==> config.mk <==
export PLATFORM = sky130hd
export DESIGN_NAME = local_inject_queue
export DESIGN_NICKNAME = d
export VERILOG_FILES = /design/src/rtl/local_inject_queue.sv
export SDC_FILE = /design/constraint.sdc
export NUM_CORES = 1
export LEC_CHECK = 0
export ABC_AREA = 1
export BUFFER_PORTS_ARGS = -buffer_cell sky130_fd_sc_hd__buf_4
export CORE_AREA = 2 2 121 123
export DETAILED_ROUTE_END_ITERATION = 10
export DIE_AREA = 0 0 123 125
export MAX_ROUTING_LAYER = met4
export PLACE_DENSITY_LB_ADDON = 0.1
export REMOVE_ABC_BUFFERS = 1
export SLEW_MARGIN = 10
export SYNTH_ARGS = -nofsm -noshare
export SYNTH_HDL_FRONTEND = slang
export SYNTH_SLANG_ARGS = --single-unit
==> constraint.sdc <==
create_clock -name clk -period 2.9 [get_ports clk]
set_input_delay 0.145 -clock clk [delete_from_list [all_inputs] [get_ports clk]]
set_output_delay 0.145 -clock clk [all_outputs]
set_load 0.1 [all_outputs]
==> src/rtl/local_inject_queue.sv <==
// local_inject_queue: injection FIFO between the local core and the router's
// local eject/inject stage. Flits are time-stamped on entry. The head flit is
// presented, registered, on inj_flit_o and is popped when the stage grants it.
// Optional feature macro: STARVE_DETECT_EN. When it is defined, a head that
// goes ungranted for too long raises starve_o and throttles new pushes.
// Field layout comes from global.vh. The defaults below apply only when that
// header has not already provided the macros.

`ifndef DATA_WIDTH
`define DATA_WIDTH 32
`endif
`ifndef TIME_WIDTH
`define TIME_WIDTH 4
`endif
`ifndef VALID_POS
`define VALID_POS 31
`endif
`ifndef TIME_POS
`define TIME_POS 30:27
`endif
`ifndef MAX_TIME
`define MAX_TIME ((1 << `TIME_WIDTH) - 1)
`endif

module local_inject_queue #(
  parameter int DATA_WIDTH    = `DATA_WIDTH,
  parameter int TIME_WIDTH    = `TIME_WIDTH,
  parameter int DEPTH         = 4,
  parameter int STARVE_THRESH = 8
) (
  input  logic                     clk,
  input  logic                     n_rst,
  input  logic [DATA_WIDTH-1:0]    core_flit_i,
  input  logic                     core_valid_i,
  output logic                     core_ready_o,
  output logic [DATA_WIDTH-1:0]    inj_flit_o,
  input  logic                     inj_grant_i,
  output logic [$clog2(DEPTH):0]   occupancy_o,
  output logic                     starve_o
);

  localparam int AW = $clog2(DEPTH);
  // MAX_TIME is the local stage's "no flit" sentinel, so the counter stops one short
  localparam logic [TIME_WIDTH-1:0] LAST_TIME = TIME_WIDTH'(`MAX_TIME - 1);

  if (DEPTH < 2 || (DEPTH & (DEPTH - 1)) != 0 || STARVE_THRESH < 1) begin : g_bad_param
    $error("local_inject_queue: DEPTH must be a power of 2 >= 2, STARVE_THRESH >= 1");
  end

  logic [DATA_WIDTH-1:0] mem [DEPTH];
  logic [AW:0]           wr_ptr, rd_ptr, wr_ptr_nxt, rd_ptr_nxt;
  logic [AW:0]           cnt, cnt_nxt;
  logic [TIME_WIDTH-1:0] time_cnt;
  logic                  full, empty, push, pop, throttle;
  logic [DATA_WIDTH-1:0] stamped, head_nxt;

  assign full         = (wr_ptr[AW-1:0] == rd_ptr[AW-1:0]) && (wr_ptr[AW] != rd_ptr[AW]);
  assign empty        = (wr_ptr == rd_ptr);
  assign core_ready_o = !full && !throttle;
  assign push         = core_valid_i && core_ready_o;
  assign pop          = inj_grant_i && !empty;
  assign occupancy_o  = cnt;

  // Next pointers, count, stamped flit and the post-update head value
  always_comb begin
    stamped             = core_flit_i;
    stamped[`TIME_POS]  = time_cnt;
    wr_ptr_nxt          = push ? wr_ptr + 1'b1 : wr_ptr;
    rd_ptr_nxt          = pop  ? rd_ptr + 1'b1 : rd_ptr;
    cnt_nxt             = cnt;
    case ({push, pop})
      2'b10:   cnt_nxt = cnt + 1'b1;
      2'b01:   cnt_nxt = cnt - 1'b1;
      default: cnt_nxt = cnt;
    endcase
    // The only entry not yet in mem is the one being pushed; when it lands
    // in the new head slot it must be forwarded straight to the output.
    head_nxt = '0;
    if (cnt_nxt != '0) begin
      if (push && (wr_ptr[AW-1:0] == rd_ptr_nxt[AW-1:0]))
        head_nxt = stamped;
      else
        head_nxt = mem[rd_ptr_nxt[AW-1:0]];
    end
  end

  // Control state, timestamp counter and registered head flit
  always_ff @(posedge clk or negedge n_rst) begin
    if (!n_rst) begin
      wr_ptr     <= '0;
      rd_ptr     <= '0;
      cnt        <= '0;
      time_cnt   <= '0;
      inj_flit_o <= '0;
    end else begin
      wr_ptr     <= wr_ptr_nxt;
      rd_ptr     <= rd_ptr_nxt;
      cnt        <= cnt_nxt;
      time_cnt   <= (time_cnt == LAST_TIME) ? '0 : time_cnt + 1'b1;
      inj_flit_o <= head_nxt;
    end
  end

  // Flit storage; contents are don't-care until the pointers cover them
  always_ff @(posedge clk) begin
    if (push) mem[wr_ptr[AW-1:0]] <= stamped;
  end

`ifdef STARVE_DETECT_EN
  localparam int SW = $clog2(STARVE_THRESH) + 1;
  localparam logic [SW-1:0] THRESH = SW'(STARVE_THRESH);

  logic [SW-1:0] starve_cnt, starve_cnt_nxt;
  logic          starve_q;

  // Count consecutive ungranted cycles of a valid head, saturating at threshold
  always_comb begin
    starve_cnt_nxt = starve_cnt;
    if (pop || empty)
      starve_cnt_nxt = '0;
    else if (!inj_grant_i && starve_cnt != THRESH)
      starve_cnt_nxt = starve_cnt + SW'(1);
  end

  // Starvation counter and registered flag
  always_ff @(posedge clk or negedge n_rst) begin
    if (!n_rst) begin
      starve_cnt <= '0;
      starve_q   <= 1'b0;
    end else begin
      starve_cnt <= starve_cnt_nxt;
      starve_q   <= (starve_cnt_nxt == THRESH);
    end
  end

  assign starve_o = starve_q;
  assign throttle = starve_q;
`else
  assign starve_o = 1'b0;
  assign throttle = 1'b0;
`endif

endmodule

==> impl_summary.log, run 1 <==
[metrics] count of antenna-violating nets left after detailed routing: 0
[metrics] Final HPWL DP: 9183 um
[metrics] setup fix buffers added after clock tree synthesis: 0
[metrics] antenna violations before repair: 0
[metrics] required time reported for the critical path endpoint: 3.24 ns
[metrics] crit path launch type: flip-flop
[metrics] Final Hold Violating Endpoints: 0
[metrics] Register-to-Register Setup Slack: 0.16 ns
[metrics] WL final: 18,100 um
[metrics] post-route DRC violation count: 0
[metrics] maximum number of buffers from clock root to sink: 2
[metrics] Critical R2R Capture: inj_flit_o[11]$_DFF_PN0_
[metrics] number of different library cells in the post-synthesis netlist: 28
[metrics] number of register bits inferred by synthesis: 173
[metrics] minimum setup slack after placement: 0.09335 ns
[metrics] wire length of the first global-routing pass: 27,720 um
[metrics] Avg Synthesized Cell Area: 11.22 um^2
[metrics] source of the worst hold timing path: inj_grant_i
[metrics] count of flip-flops with a built-in enable after synthesis: 128
[metrics] final period demand of the worst path: 2.741 ns
[metrics] Sequential Area: 4971 um^2
[metrics] overall die height: 125 um
[metrics] final number of max-transition violations: 0
[metrics] Worst Path Arrival: 3.08 ns
[metrics] kind of path behind the tightest hold check: in2reg
[metrics] fill cell count: 1,146
[metrics] prevailing post-synth register cell: sky130_fd_sc_hd__edfxtp_1
[metrics] maximum cell stage delay along the critical path: 0.44 ns
[metrics] aggregate global-route resource usage: 25.03%
[metrics] 1st-pass router iterations: 5
[metrics] Via Count: 5,256
[metrics] number of cells on the worst reg-to-reg path: 16
[metrics] library cell contributing the largest single delay on the critical path: sky130_fd_sc_hd__dfrtp_1
[metrics] gate count after technology mapping: 651
[metrics] clock tree from TritonCTS: built
[metrics] Buffers on Ports: 67
[metrics] Yosys warnings: 0
[metrics] clock latency on the worst-skew pair: 0.43 ns
[metrics] cell-by-cell trace of the critical path: inv_2, nand2_1, nand2_1, nand3_4, nand2_4, inv_1, ha_1, fa_1, a21oi_1, o21ai_1, xor2_1, inv_1, nand2_4, buf_12, nand2_1, a21oi_1
[metrics] pin count of the biggest net entering global routing: 46
[metrics] instance count along the most critical hold path: 5
[metrics] cell repeated most along the worst path: sky130_fd_sc_hd__nand2_1
[metrics] CTS sink cnt: 173
[metrics] violation count after the first detailed-route iteration: 388
[metrics] core outline area: 14,200 um^2
[metrics] dominant delay contributor by cell family on the critical path: simple AND/OR/NAND/NOR gates
[metrics] max-capacitance violation count: 0
[metrics] setup skew after layout: 0.007773 ns
[metrics] effective utilization at floorplan: 51.41%
[metrics] I/O pin total: 73
[metrics] area delta synth->final: 22.12%
[metrics] wire per inst: 19.13 um
[metrics] clock buffers created by TritonCTS: 17
[metrics] final critical-path setup slack: 0.1590 ns
[metrics] number of H-tree levels: 4
[metrics] biggest fanout along the worst timing path: 16
[metrics] number of diodes added for antenna fixing: 0
[metrics] highest-count cells in the layout ignoring fill and taps: 164 x sky130_fd_sc_hd__nand3_1, 144 x sky130_fd_sc_hd__nand2_1, 128 x sky130_fd_sc_hd__edfxtp_1
[metrics] pin slew with the least headroom to its limit: 0.7745 ns
[metrics] Hold EP: rd_ptr[2]$_DFFE_PN0P_
[metrics] GR Overflow Total: 0
[metrics] die area: 15,380 um^2
[metrics] Total Nets Final: 792
[metrics] status: complete, no violations
[metrics] die width: 123 um
[metrics] mean number of vias per cell: 5.556
[metrics] Setup crit end kind: flip-flop
[metrics] most common cell after layout, fill and taps aside: sky130_fd_sc_hd__nand3_1
[metrics] number of global-route vias before repair: 5,192
[metrics] std cell rows: 44
[metrics] clock edge transition at the registers on the reported setup and hold paths: 0.06 ns
[metrics] fraction of the yosys area taken by sequential cells: 68.06%
[metrics] startpoint of the lowest-slack register-to-register path: wr_ptr[1]$_DFFE_PN0P_
[metrics] share of post-route cells with drive strength above 1: 19.95%
[metrics] Final period util: 94.52%
[metrics] Buffers & Inverters on Critical Path: 4
[metrics] RSZ-0062 raised after global routing: no
[metrics] Post-Syn Area: 7302 um^2
[metrics] async set-reset flop share out of synthesis: 26.01%
[metrics] top achievable clock speed: 0.3648 GHz
[metrics] area used by multi-input combinational logic: 1958 um^2
[metrics] Clk Tree Root Cell: sky130_fd_sc_hd__clkbuf_16
[metrics] Slew Limit Headroom: 48.29%
[metrics] global placement routability congestion: 0.8108
[metrics] category of the most critical setup path: reg2reg
[metrics] setup violators final: 0
==> flip-flops by register name (all words and copies together) (netlist names) <==
register / count
mem: 128
rd_ptr: 3
inj_flit_o: 32
occupancy_o: 3
wr_ptr: 3
time_cnt: 4
==> metal layers <==
layer | track usage, % | vias to the layer above | part of all wire, %
met5 | - | - | 0
met4 | 10.16 | 0 | 2.0
met3 | 3.832 | 31 | 5.4
met2 | 39.39 | 193 | 50
met1 | 32.67 | 2611 | 43
li1 | - | 2421 | -
==> final cells by class <==
type | instances | area share, %
Clock buffer | 22 | 5.206
Clock inverter | 10 | 1.010
Inverter | 54 | 2.301
Multi-Input combinational cell | 387 | 21.96
Sequential cell | 173 | 55.75
Tap cell | 184 | 2.582
Timing Repair Buffer | 116 | 11.20
==> kinds of logic (layout without fill, tap and decap cells) <==
| group | after synthesis | count (layout) | share of synthesized area [%] |
|---|---|---|---|
| AND/OR/NAND/NOR | 334 | 334 | 20.80 |
| other | 1 | 1 | 0.05136 |
| flip-flops | 173 | 173 | 68.06 |
| XOR/XNOR | 5 | 5 | 0.5997 |
| adder cells (fa/ha/maj) | 7 | 7 | 1.302 |
| buffers and inverters | 91 | 202 | 5.689 |
| AO/OA/AOI/OAI | 39 | 39 | 3.341 |
| multiplexers | 1 | 1 | 0.1542 |
==> stage by stage <==
stage,TNS [ns],instance area [um^2],hold slack (ns),utilization [%],std cells
after floorplan,-127.99,7089,-0.1506,-,614
after global placement,0,8033,0.2193,56.55,884
after detailed placement,0,8033,0.2241,56.55,884
after CTS,0,8877,0.1866,62.50,945
after global routing,0,8917,0.2349,62.78,946
final,0,8917,0.2042,62.78,946
==> worst max-delay path by stage <==
stage / slack [ns] / from / depth (start not counted) / endpoint
6_report: 0.16 / wr_ptr[1]$_DFFE_PN0P_ / 16 / inj_flit_o[11]$_DFF_PN0_
5_1_grt: 0.002 / wr_ptr[1]$_DFFE_PN0P_ / 16 / inj_flit_o[11]$_DFF_PN0_
4_1_cts: 0.06 / rd_ptr[0]$_DFF_PN0_ / 15 / inj_flit_o[19]$_DFF_PN0_
3_3_place_gp: 0.21 / rd_ptr[0]$_DFF_PN0_ / 16 / inj_flit_o[19]$_DFF_PN0_
2_1_floorplan: -1.09 / rd_ptr[0]$_DFF_PN0_ / 12 / inj_flit_o[0]$_DFF_PN0_
3_5_place_dp: 0.09 / rd_ptr[0]$_DFF_PN0_ / 15 / inj_flit_o[19]$_DFF_PN0_
==> synth_stat cells, types with 2 or more instances <==
master	count	area share, %
sky130_fd_sc_hd__a21oi_1	26	1.8
sky130_fd_sc_hd__a21oi_2	10	1.2
sky130_fd_sc_hd__buf_1	3	0.15
sky130_fd_sc_hd__buf_2	23	1.6
sky130_fd_sc_hd__buf_4	6	0.62
sky130_fd_sc_hd__buf_6	3	0.46
sky130_fd_sc_hd__clkbuf_1	2	0.10
sky130_fd_sc_hd__dfrtp_1	45	15
sky130_fd_sc_hd__edfxtp_1	128	53
sky130_fd_sc_hd__ha_1	6	1.0
sky130_fd_sc_hd__inv_1	49	2.5
sky130_fd_sc_hd__inv_2	5	0.26
sky130_fd_sc_hd__nand2_1	145	7.5
sky130_fd_sc_hd__nand2_2	9	0.77
sky130_fd_sc_hd__nand3_1	164	11
sky130_fd_sc_hd__nand3_2	2	0.27
sky130_fd_sc_hd__nor2_1	10	0.51
sky130_fd_sc_hd__o21ai_0	2	0.14
sky130_fd_sc_hd__xor2_1	4	0.48
==> tightest hold or removal path: stages <==
cell	delay, ns
sky130_fd_sc_hd__buf_4	0.15
sky130_fd_sc_hd__nand2_4	0.10
sky130_fd_sc_hd__inv_1	0.06
sky130_fd_sc_hd__nand2_1	0.07
sky130_fd_sc_hd__xor2_1	0.06
==> what timing repair did <==
| action | in CTS | in global routing |
|---|---|---|
| setup endpoints to repair | 0 | 31 |
| resized for setup | 0 | 6 |
| hold buffers | 29 | 0 |
| hold endpoints to repair | 157 | 0 |
Power of run 1 is left out: the tool's default activity adds up to more than one toggle a clock period on the data nets, which glitch-free logic cannot reach.
==> inputs of run 2 (changes only) <==
CORE_AREA = 2 2 119 121   (was 2 2 121 123)
DIE_AREA = 0 0 121 123   (was 0 0 123 125)
clock period = 2.77 ns   (was 2.9 ns; I/O delays follow)
==> run 2 against run 1 <==
Final cell count up 0.11%. Count of clock-buffer cells in the layout decreased by 5. First-iteration DRC count rose by 17%. Setup slack improved by 0.0059 ns. Critical path depth stayed put. Flip-flop and latch count unchanged. Design area increased by 1.9%. Via count hardly changed. Register-to-register slack about the same. Sequential share of layout area is 1.1 points lower. Die area fell by 3.2%. Clock skew grew 0.0036 ns. Highest routed layer unchanged.
==> impl_summary.log, run 2 (synthesis results as in run 1) <==
[metrics] setup violators final: 0 (unchanged)
[metrics] global placement routability congestion: 0.7728 (was 0.8108)
[metrics] Via Count: 5,251 (was 5,256)
[metrics] GR Overflow Total: 0 (unchanged)
[metrics] overall die height: 123 um (was 125 um)
[metrics] Final period util: 94.05% (was 94.52%)
[metrics] WL final: 18,130 um (was 18,100 um)
[metrics] share of post-route cells with drive strength above 1: 21.12% (was 19.95%)
[metrics] pin slew with the least headroom to its limit: 0.6698 ns (was 0.7745 ns)
[metrics] final number of max-transition violations: 0 (unchanged)
[metrics] aggregate global-route resource usage: 25.64% (was 25.03%)
[metrics] kind of path behind the tightest hold check: in2reg (unchanged)
[metrics] Worst Path Arrival: 2.94 ns (was 3.08 ns)
[metrics] Buffers on Ports: 67 (unchanged)
[metrics] Final HPWL DP: 8690 um (was 9183 um)
[metrics] final period demand of the worst path: 2.605 ns (was 2.741 ns)
[metrics] Clk Tree Root Cell: sky130_fd_sc_hd__clkbuf_16 (unchanged)
[metrics] 1st-pass router iterations: 5 (unchanged)
[metrics] wire per inst: 19.15 um (was 19.13 um)
[metrics] number of diodes added for antenna fixing: 0 (unchanged)
[metrics] count of antenna-violating nets left after detailed routing: 0 (unchanged)
[metrics] most common cell after layout, fill and taps aside: sky130_fd_sc_hd__nand3_1 (unchanged)
[metrics] status: complete, no violations (unchanged)
[metrics] clock tree from TritonCTS: built (unchanged)
[metrics] number of H-tree levels: 4 (unchanged)
[metrics] die width: 121 um (was 123 um)
[metrics] I/O pin total: 73 (unchanged)
[metrics] violation count after the first detailed-route iteration: 455 (was 388)
[metrics] M1 WL: 7629 um (was 7800 um)
[metrics] effective utilization at floorplan: 53.64% (was 51.41%)
[metrics] Total Nets Final: 797 (was 792)
[metrics] biggest fanout along the worst timing path: 8 (was 16)
[metrics] wire length of the first global-routing pass: 27,270 um (was 27,720 um)
[metrics] clock buffers created by TritonCTS: 17 (unchanged)
[metrics] top achievable clock speed: 0.3839 GHz (was 0.3648 GHz)
[metrics] number of global-route vias before repair: 5,092 (was 5,192)
[metrics] final worst hold slack: 0.1952 ns (was 0.2042 ns)
[metrics] Register-to-Register Setup Slack: 0.16 ns (about the same)
[metrics] std cell rows: 43 (was 44)
[metrics] library cell contributing the largest single delay on the critical path: sky130_fd_sc_hd__dfrtp_1 (unchanged)
[metrics] cell-by-cell trace of the critical path: inv_2, nand2_1, nand2_2, nand3_4, nand2_4, inv_1, ha_2, fa_2, a21oi_1, o21ai_1, xor2_1, inv_1, nand2_4, buf_12, nand2_1, a21oi_1 (was inv_2, nand2_1, nand2_1, nand3_4, nand2_4, inv_1, ha_1, fa_1, a21oi_1, o21ai_1, xor2_1, inv_1, nand2_4, buf_12, nand2_1, a21oi_1)
[metrics] Setup crit end kind: flip-flop (unchanged)
[metrics] CTS sink cnt: 173 (unchanged)
[metrics] clock latency on the worst-skew pair: 0.43 ns (about the same)
[metrics] Routed met3 length: 1466 um (was 972 um)
[metrics] crit path launch type: flip-flop (unchanged)
[metrics] highest-count cells in the layout ignoring fill and taps: 164 x sky130_fd_sc_hd__nand3_1, 144 x sky130_fd_sc_hd__nand2_1, 128 x sky130_fd_sc_hd__edfxtp_1 (unchanged)
[metrics] antenna violations before repair: 0 (unchanged)
[metrics] Slew Limit Headroom: 55.34% (was 48.29%)
[metrics] Final Hold Violating Endpoints: 0 (unchanged)
[metrics] number of flip-flops under the largest register name: 128 (unchanged)
[metrics] core outline area: 13,610 um^2 (was 14,200 um^2)
[metrics] category of the most critical setup path: reg2reg (unchanged)
[metrics] mean number of vias per cell: 5.545 (was 5.556)
[metrics] required time reported for the critical path endpoint: 3.11 ns (was 3.24 ns)
[metrics] setup skew after layout: 0.01142 ns (was 0.007773 ns)
[metrics] met2 wirelength from detailed routing: 8699 um (was 8959 um)
[metrics] clock edge transition at the registers on the reported setup and hold paths: 0.06 ns (about the same)
[metrics] uppermost signal routing layer after detailed routing: met4 (unchanged)
[metrics] area delta synth->final: 24.47% (was 22.12%)
[metrics] die area: 14,880 um^2 (was 15,380 um^2)
[metrics] maximum number of buffers from clock root to sink: 2 (unchanged)
[metrics] pin count of the biggest net entering global routing: 46 (unchanged)
[metrics] maximum cell stage delay along the critical path: 0.43 ns (was 0.44 ns)
[metrics] post-route DRC violation count: 0 (unchanged)
[metrics] max-capacitance violation count: 0 (unchanged)
==> run 2: cell count changes in the layout (fill, tap and decap cells not counted), sizes merged <==
cell      before  now
clkbuf        23   19
clkinvlp       2    4
clkinv         6    4
buf           86   90
inv           55   56
bufinv         1    5
==> run 2: per-layer routing <==
metal / global-route usage (%) / vias up
met5: - / -
met4: 10.83 / 0
met3: 5.166 / 29
met2: 39.15 / 233
met1: 33.89 / 2555
li1: - / 2434
==> run 2: stage by stage <==
| step | util, % | setup TNS (ns) | instances | setup slack, ns | area [um^2] |
|---|---|---|---|---|---|
| after floorplan | - | -149.22 | 614 | -1.216 | 7089 |
| after global placement | 59.25 | 0 | 882 | 0.1064 | 8065 |
| after detailed placement | 59.25 | 0 | 882 | 0.05258 | 8065 |
| after CTS | 66.12 | 0 | 943 | 0.03401 | 9000 |
| after global routing | 66.77 | -0.003849 | 947 | -0.002149 | 9089 |
| final | 66.77 | 0 | 947 | 0.1649 | 9089 |
==> run 2: final timing paths <==
kind                                                  to  cells past startpoint             startpoint
worst min-delay path               rd_ptr[2]$_DFFE_PN0P_                      5            inj_grant_i
worst max register to register  inj_flit_o[28]$_DFF_PN0_                     16  wr_ptr[0]$_DFFE_PN0P_
worst min register to register     wr_ptr[2]$_DFFE_PN0P_                      1  wr_ptr[2]$_DFFE_PN0P_
min in group asynchronous        inj_flit_o[0]$_DFF_PN0_                      2                  n_rst
worst max-delay path            inj_flit_o[28]$_DFF_PN0_                     16  wr_ptr[0]$_DFFE_PN0P_
max in group asynchronous          wr_ptr[1]$_DFFE_PN0P_                      2                  n_rst
==> run 2: area by class of cell <==
| class | count | area, um^2 |
|---|---|---|
| flip-flops and latches | 173 | 4971 |
| clock buffers | 17 | 425.4 |
| well taps | 180 | 225.2 |
| fillers | 1016 | 4523 |
| inverters | 54 | 202.7 |
| repair buffers | 121 | 1095 |
| multi-input cells | 387 | 1951 |
| clock inverters | 15 | 219.0 |
==> run 2: timing repair <==
item                                    CTS  global route
gates resized for setup                   0             8
endpoints found under the hold margin   157             0
hold buffers                             29             0
endpoints found under the setup margin    0            32
buffers inserted                          0             1
==> run 2: critical path: cells and delay by family (launching register included) <==
kind / cells / cell delay (ns)
flip-flops: 1 / 0.43
AND/OR/NAND/NOR: 6 / 0.57
buffers and inverters: 4 / 0.39
XOR/XNOR: 1 / 0.19
adder cells (fa/ha/maj): 2 / 0.53
AO/OA/AOI/OAI: 3 / 0.38
Power of run 2 is left out for the same reason.
==> inputs of run 3 (changes only) <==
SLEW_MARGIN = 20   (was 10)
clock period = 2.75 ns   (was 2.77 ns; I/O delays follow)
==> run 3 against run 2 <==
Critical endpoint is now inj_flit_o[10]$_DFF_PN0_. Die area unchanged. Register-to-register slack got worse by 0.06 ns. Count of clock-buffer cells in the layout is 8 higher. Non-clock buffer count is 7 higher. Worst hold slack lost 0.019 ns. Utilization down 0.90 points. Setup slack worse by 0.059 ns. Routed wire length is 2.1% lower. Design area down 1.3%. Fmax down 1.5%.
==> impl_summary.log, run 3 (synthesis results as in run 1) <==
[metrics] antenna violations before repair: 0 (unchanged)
[metrics] Hold EP: rd_ptr[2]$_DFFE_PN0P_ (unchanged)
[metrics] post-route DRC violation count: 0 (unchanged)
[metrics] wire per inst: 18.61 um (was 19.15 um)
[metrics] highest-count cells in the layout ignoring fill and taps: 164 x sky130_fd_sc_hd__nand3_1, 143 x sky130_fd_sc_hd__nand2_1, 128 x sky130_fd_sc_hd__edfxtp_1 (was 164 x sky130_fd_sc_hd__nand3_1, 144 x sky130_fd_sc_hd__nand2_1, 128 x sky130_fd_sc_hd__edfxtp_1)
[metrics] Register-to-Register Setup Slack: 0.11 ns (was 0.16 ns)
[metrics] maximum number of buffers from clock root to sink: 2 (unchanged)
[metrics] violation count after the first detailed-route iteration: 442 (was 455)
[metrics] Total Nets Final: 804 (was 797)
[metrics] share of the core filled with cells: 65.87% (was 66.77%)
[metrics] global placement routability congestion: 0.8291 (was 0.7728)
[metrics] biggest fanout along the worst timing path: 8 (unchanged)
[metrics] CTS sink cnt: 173 (unchanged)
[metrics] max-capacitance violation count: 0 (unchanged)
[metrics] setup skew after layout: 0.003950 ns (was 0.01142 ns)
[metrics] startpoint of the lowest-slack register-to-register path: wr_ptr[1]$_DFFE_PN0P_ (was wr_ptr[0]$_DFFE_PN0P_)
[metrics] aggregate global-route resource usage: 25.29% (was 25.64%)
[metrics] Critical R2R Capture: inj_flit_o[10]$_DFF_PN0_ (was inj_flit_o[28]$_DFF_PN0_)
[metrics] std cell rows: 43 (unchanged)
[metrics] most common cell after layout, fill and taps aside: sky130_fd_sc_hd__nand3_1 (unchanged)
[metrics] pin slew with the least headroom to its limit: 0.6551 ns (was 0.6698 ns)
[metrics] Clk Tree Root Cell: sky130_fd_sc_hd__clkbuf_16 (unchanged)
[metrics] Final HPWL DP: 8947 um (was 8690 um)
[metrics] number of H-tree levels: 4 (unchanged)
[metrics] Setup crit end kind: flip-flop (unchanged)
[metrics] category of the most critical setup path: reg2reg (unchanged)
[metrics] overall die height: 123 um (unchanged)
[metrics] top achievable clock speed: 0.3781 GHz (was 0.3839 GHz)
[metrics] Final Hold Violating Endpoints: 0 (unchanged)
[metrics] clock buffers created by TritonCTS: 17 (unchanged)
[metrics] die width: 121 um (unchanged)
[metrics] final number of max-transition violations: 0 (unchanged)
[metrics] Via Count: 5,249 (was 5,251)
[metrics] source of the worst hold timing path: inj_grant_i (unchanged)
[metrics] Worst Path Arrival: 2.98 ns (was 2.94 ns)
[metrics] total non-filler cell area in the finished layout: 8966 um^2 (was 9089 um^2)
[metrics] setup violators final: 0 (unchanged)
[metrics] count of antenna-violating nets left after detailed routing: 0 (unchanged)
[metrics] mean number of vias per cell: 5.502 (was 5.545)
[metrics] final period demand of the worst path: 2.645 ns (was 2.605 ns)
[metrics] number of flip-flops under the largest register name: 128 (unchanged)
[metrics] wire length of the first global-routing pass: 26,740 um (was 27,270 um)
[metrics] clock tree from TritonCTS: built (unchanged)
[metrics] instance count along the most critical hold path: 5 (unchanged)
[metrics] I/O pin total: 73 (unchanged)
[metrics] number of cells on the worst reg-to-reg path: 16 (unchanged)
[metrics] 1st-pass router iterations: 6 (was 5)
[metrics] Final period util: 96.17% (was 94.05%)
[metrics] GR Overflow Total: 0 (unchanged)
[metrics] required time reported for the critical path endpoint: 3.08 ns (was 3.11 ns)
[metrics] Slew Limit Headroom: 56.33% (was 55.34%)
[metrics] pin count of the biggest net entering global routing: 46 (unchanged)
[metrics] share of post-route cells with drive strength above 1: 20.67% (was 21.12%)
[metrics] effective utilization at floorplan: 53.64% (unchanged)
[metrics] clock edge transition at the registers on the reported setup and hold paths: 0.06 ns (about the same)
[metrics] core outline area: 13,610 um^2 (unchanged)
[metrics] crit path launch type: flip-flop (unchanged)
[metrics] placed inst area: 8030 um^2 (was 8065 um^2)
[metrics] die area: 14,880 um^2 (unchanged)
[metrics] number of diodes added for antenna fixing: 0 (unchanged)
[metrics] Non-Filler Instances: 954 (was 947)
[metrics] number of global-route vias before repair: 4,962 (was 5,092)
[metrics] clock latency on the worst-skew pair: 0.42 ns (was 0.43 ns)
[metrics] Cell Count Post-Placement: 884 (was 882)
[metrics] Buffers on Ports: 67 (unchanged)
[metrics] kind of path behind the tightest hold check: in2reg (unchanged)
[metrics] WL final: 17,750 um (was 18,130 um)
[metrics] area delta synth->final: 22.79% (was 24.47%)
[metrics] status: complete, no violations (unchanged)
[run 3: critical path, cell delays in order, from the launching register on]
cell                      delay [ns]
sky130_fd_sc_hd__dfrtp_1        0.45
sky130_fd_sc_hd__inv_2          0.09
sky130_fd_sc_hd__nand2_1        0.07
sky130_fd_sc_hd__nand2_2        0.08
sky130_fd_sc_hd__nand3_4        0.09
sky130_fd_sc_hd__nand2_4        0.10
sky130_fd_sc_hd__inv_1          0.05
sky130_fd_sc_hd__ha_2           0.19
sky130_fd_sc_hd__fa_2           0.35
sky130_fd_sc_hd__a21oi_1        0.15
sky130_fd_sc_hd__o21ai_1        0.10
sky130_fd_sc_hd__xor2_1         0.19
sky130_fd_sc_hd__inv_1          0.10
sky130_fd_sc_hd__nand2_4        0.15
sky130_fd_sc_hd__buf_12         0.16
sky130_fd_sc_hd__nand2_1        0.07
sky130_fd_sc_hd__a21oi_1        0.15
[run 3: what timing repair did]
action / in CTS / in global routing
buffers inserted: 0 / 6
pin swaps: 0 / 4
cloned: 0 / 3
resized for setup: 1 / 6
hold buffers: 29 / 0
endpoints found under the hold margin: 157 / 0
setup endpoints to repair: 1 / 32
[run 3: per-stage QoR]
stage               TNS (ns)  hold slack [ns]  worst slack (ns)
floorplan            -152.50          -0.1581            -1.236
global placement           0           0.2150           0.06667
detailed placement         0           0.2188           0.02324
CTS                        0           0.2010           0.02934
global route          -1.660           0.2116          -0.08042
finish                     0           0.1762            0.1055
[run 3: worst max path at each step]
stage                          start                       end  slack, ns  depth (start not counted)
2_1_floorplan    rd_ptr[0]$_DFF_PN0_   inj_flit_o[0]$_DFF_PN0_      -1.24                         12
3_3_place_gp   wr_ptr[1]$_DFFE_PN0P_  inj_flit_o[22]$_DFF_PN0_       0.07                         15
3_5_place_dp   wr_ptr[1]$_DFFE_PN0P_  inj_flit_o[27]$_DFF_PN0_       0.02                         15
4_1_cts        wr_ptr[1]$_DFFE_PN0P_  inj_flit_o[10]$_DFF_PN0_       0.03                         16
5_1_grt          rd_ptr[0]$_DFF_PN0_  inj_flit_o[16]$_DFF_PN0_      -0.08                         16
6_report       wr_ptr[1]$_DFFE_PN0P_  inj_flit_o[10]$_DFF_PN0_       0.11                         16
[run 3: cell type report]
| cell class | instances | area, um^2 |
|---|---|---|
| clock buffer | 25 | 455.4 |
| clock inverter | 7 | 66.31 |
| fill | 1030 | 4646 |
| inverter | 54 | 202.7 |
| multi-input combinational | 387 | 1949 |
| sequential | 173 | 4970 |
| tap | 180 | 225.2 |
| timing repair buffer | 128 | 1097 |
[run 3: layer usage]
layer	routed length, um	vias up	share of wire, %	global-route usage (%)
met5	0	-	0	-
met4	439	0	2.5	10.76
met3	1166	47	6.6	4.105
met2	8929	223	50	40.63
met1	7215	2539	41	32.28
li1	-	2440	-	-
Power of run 3 is left out for the same reason.
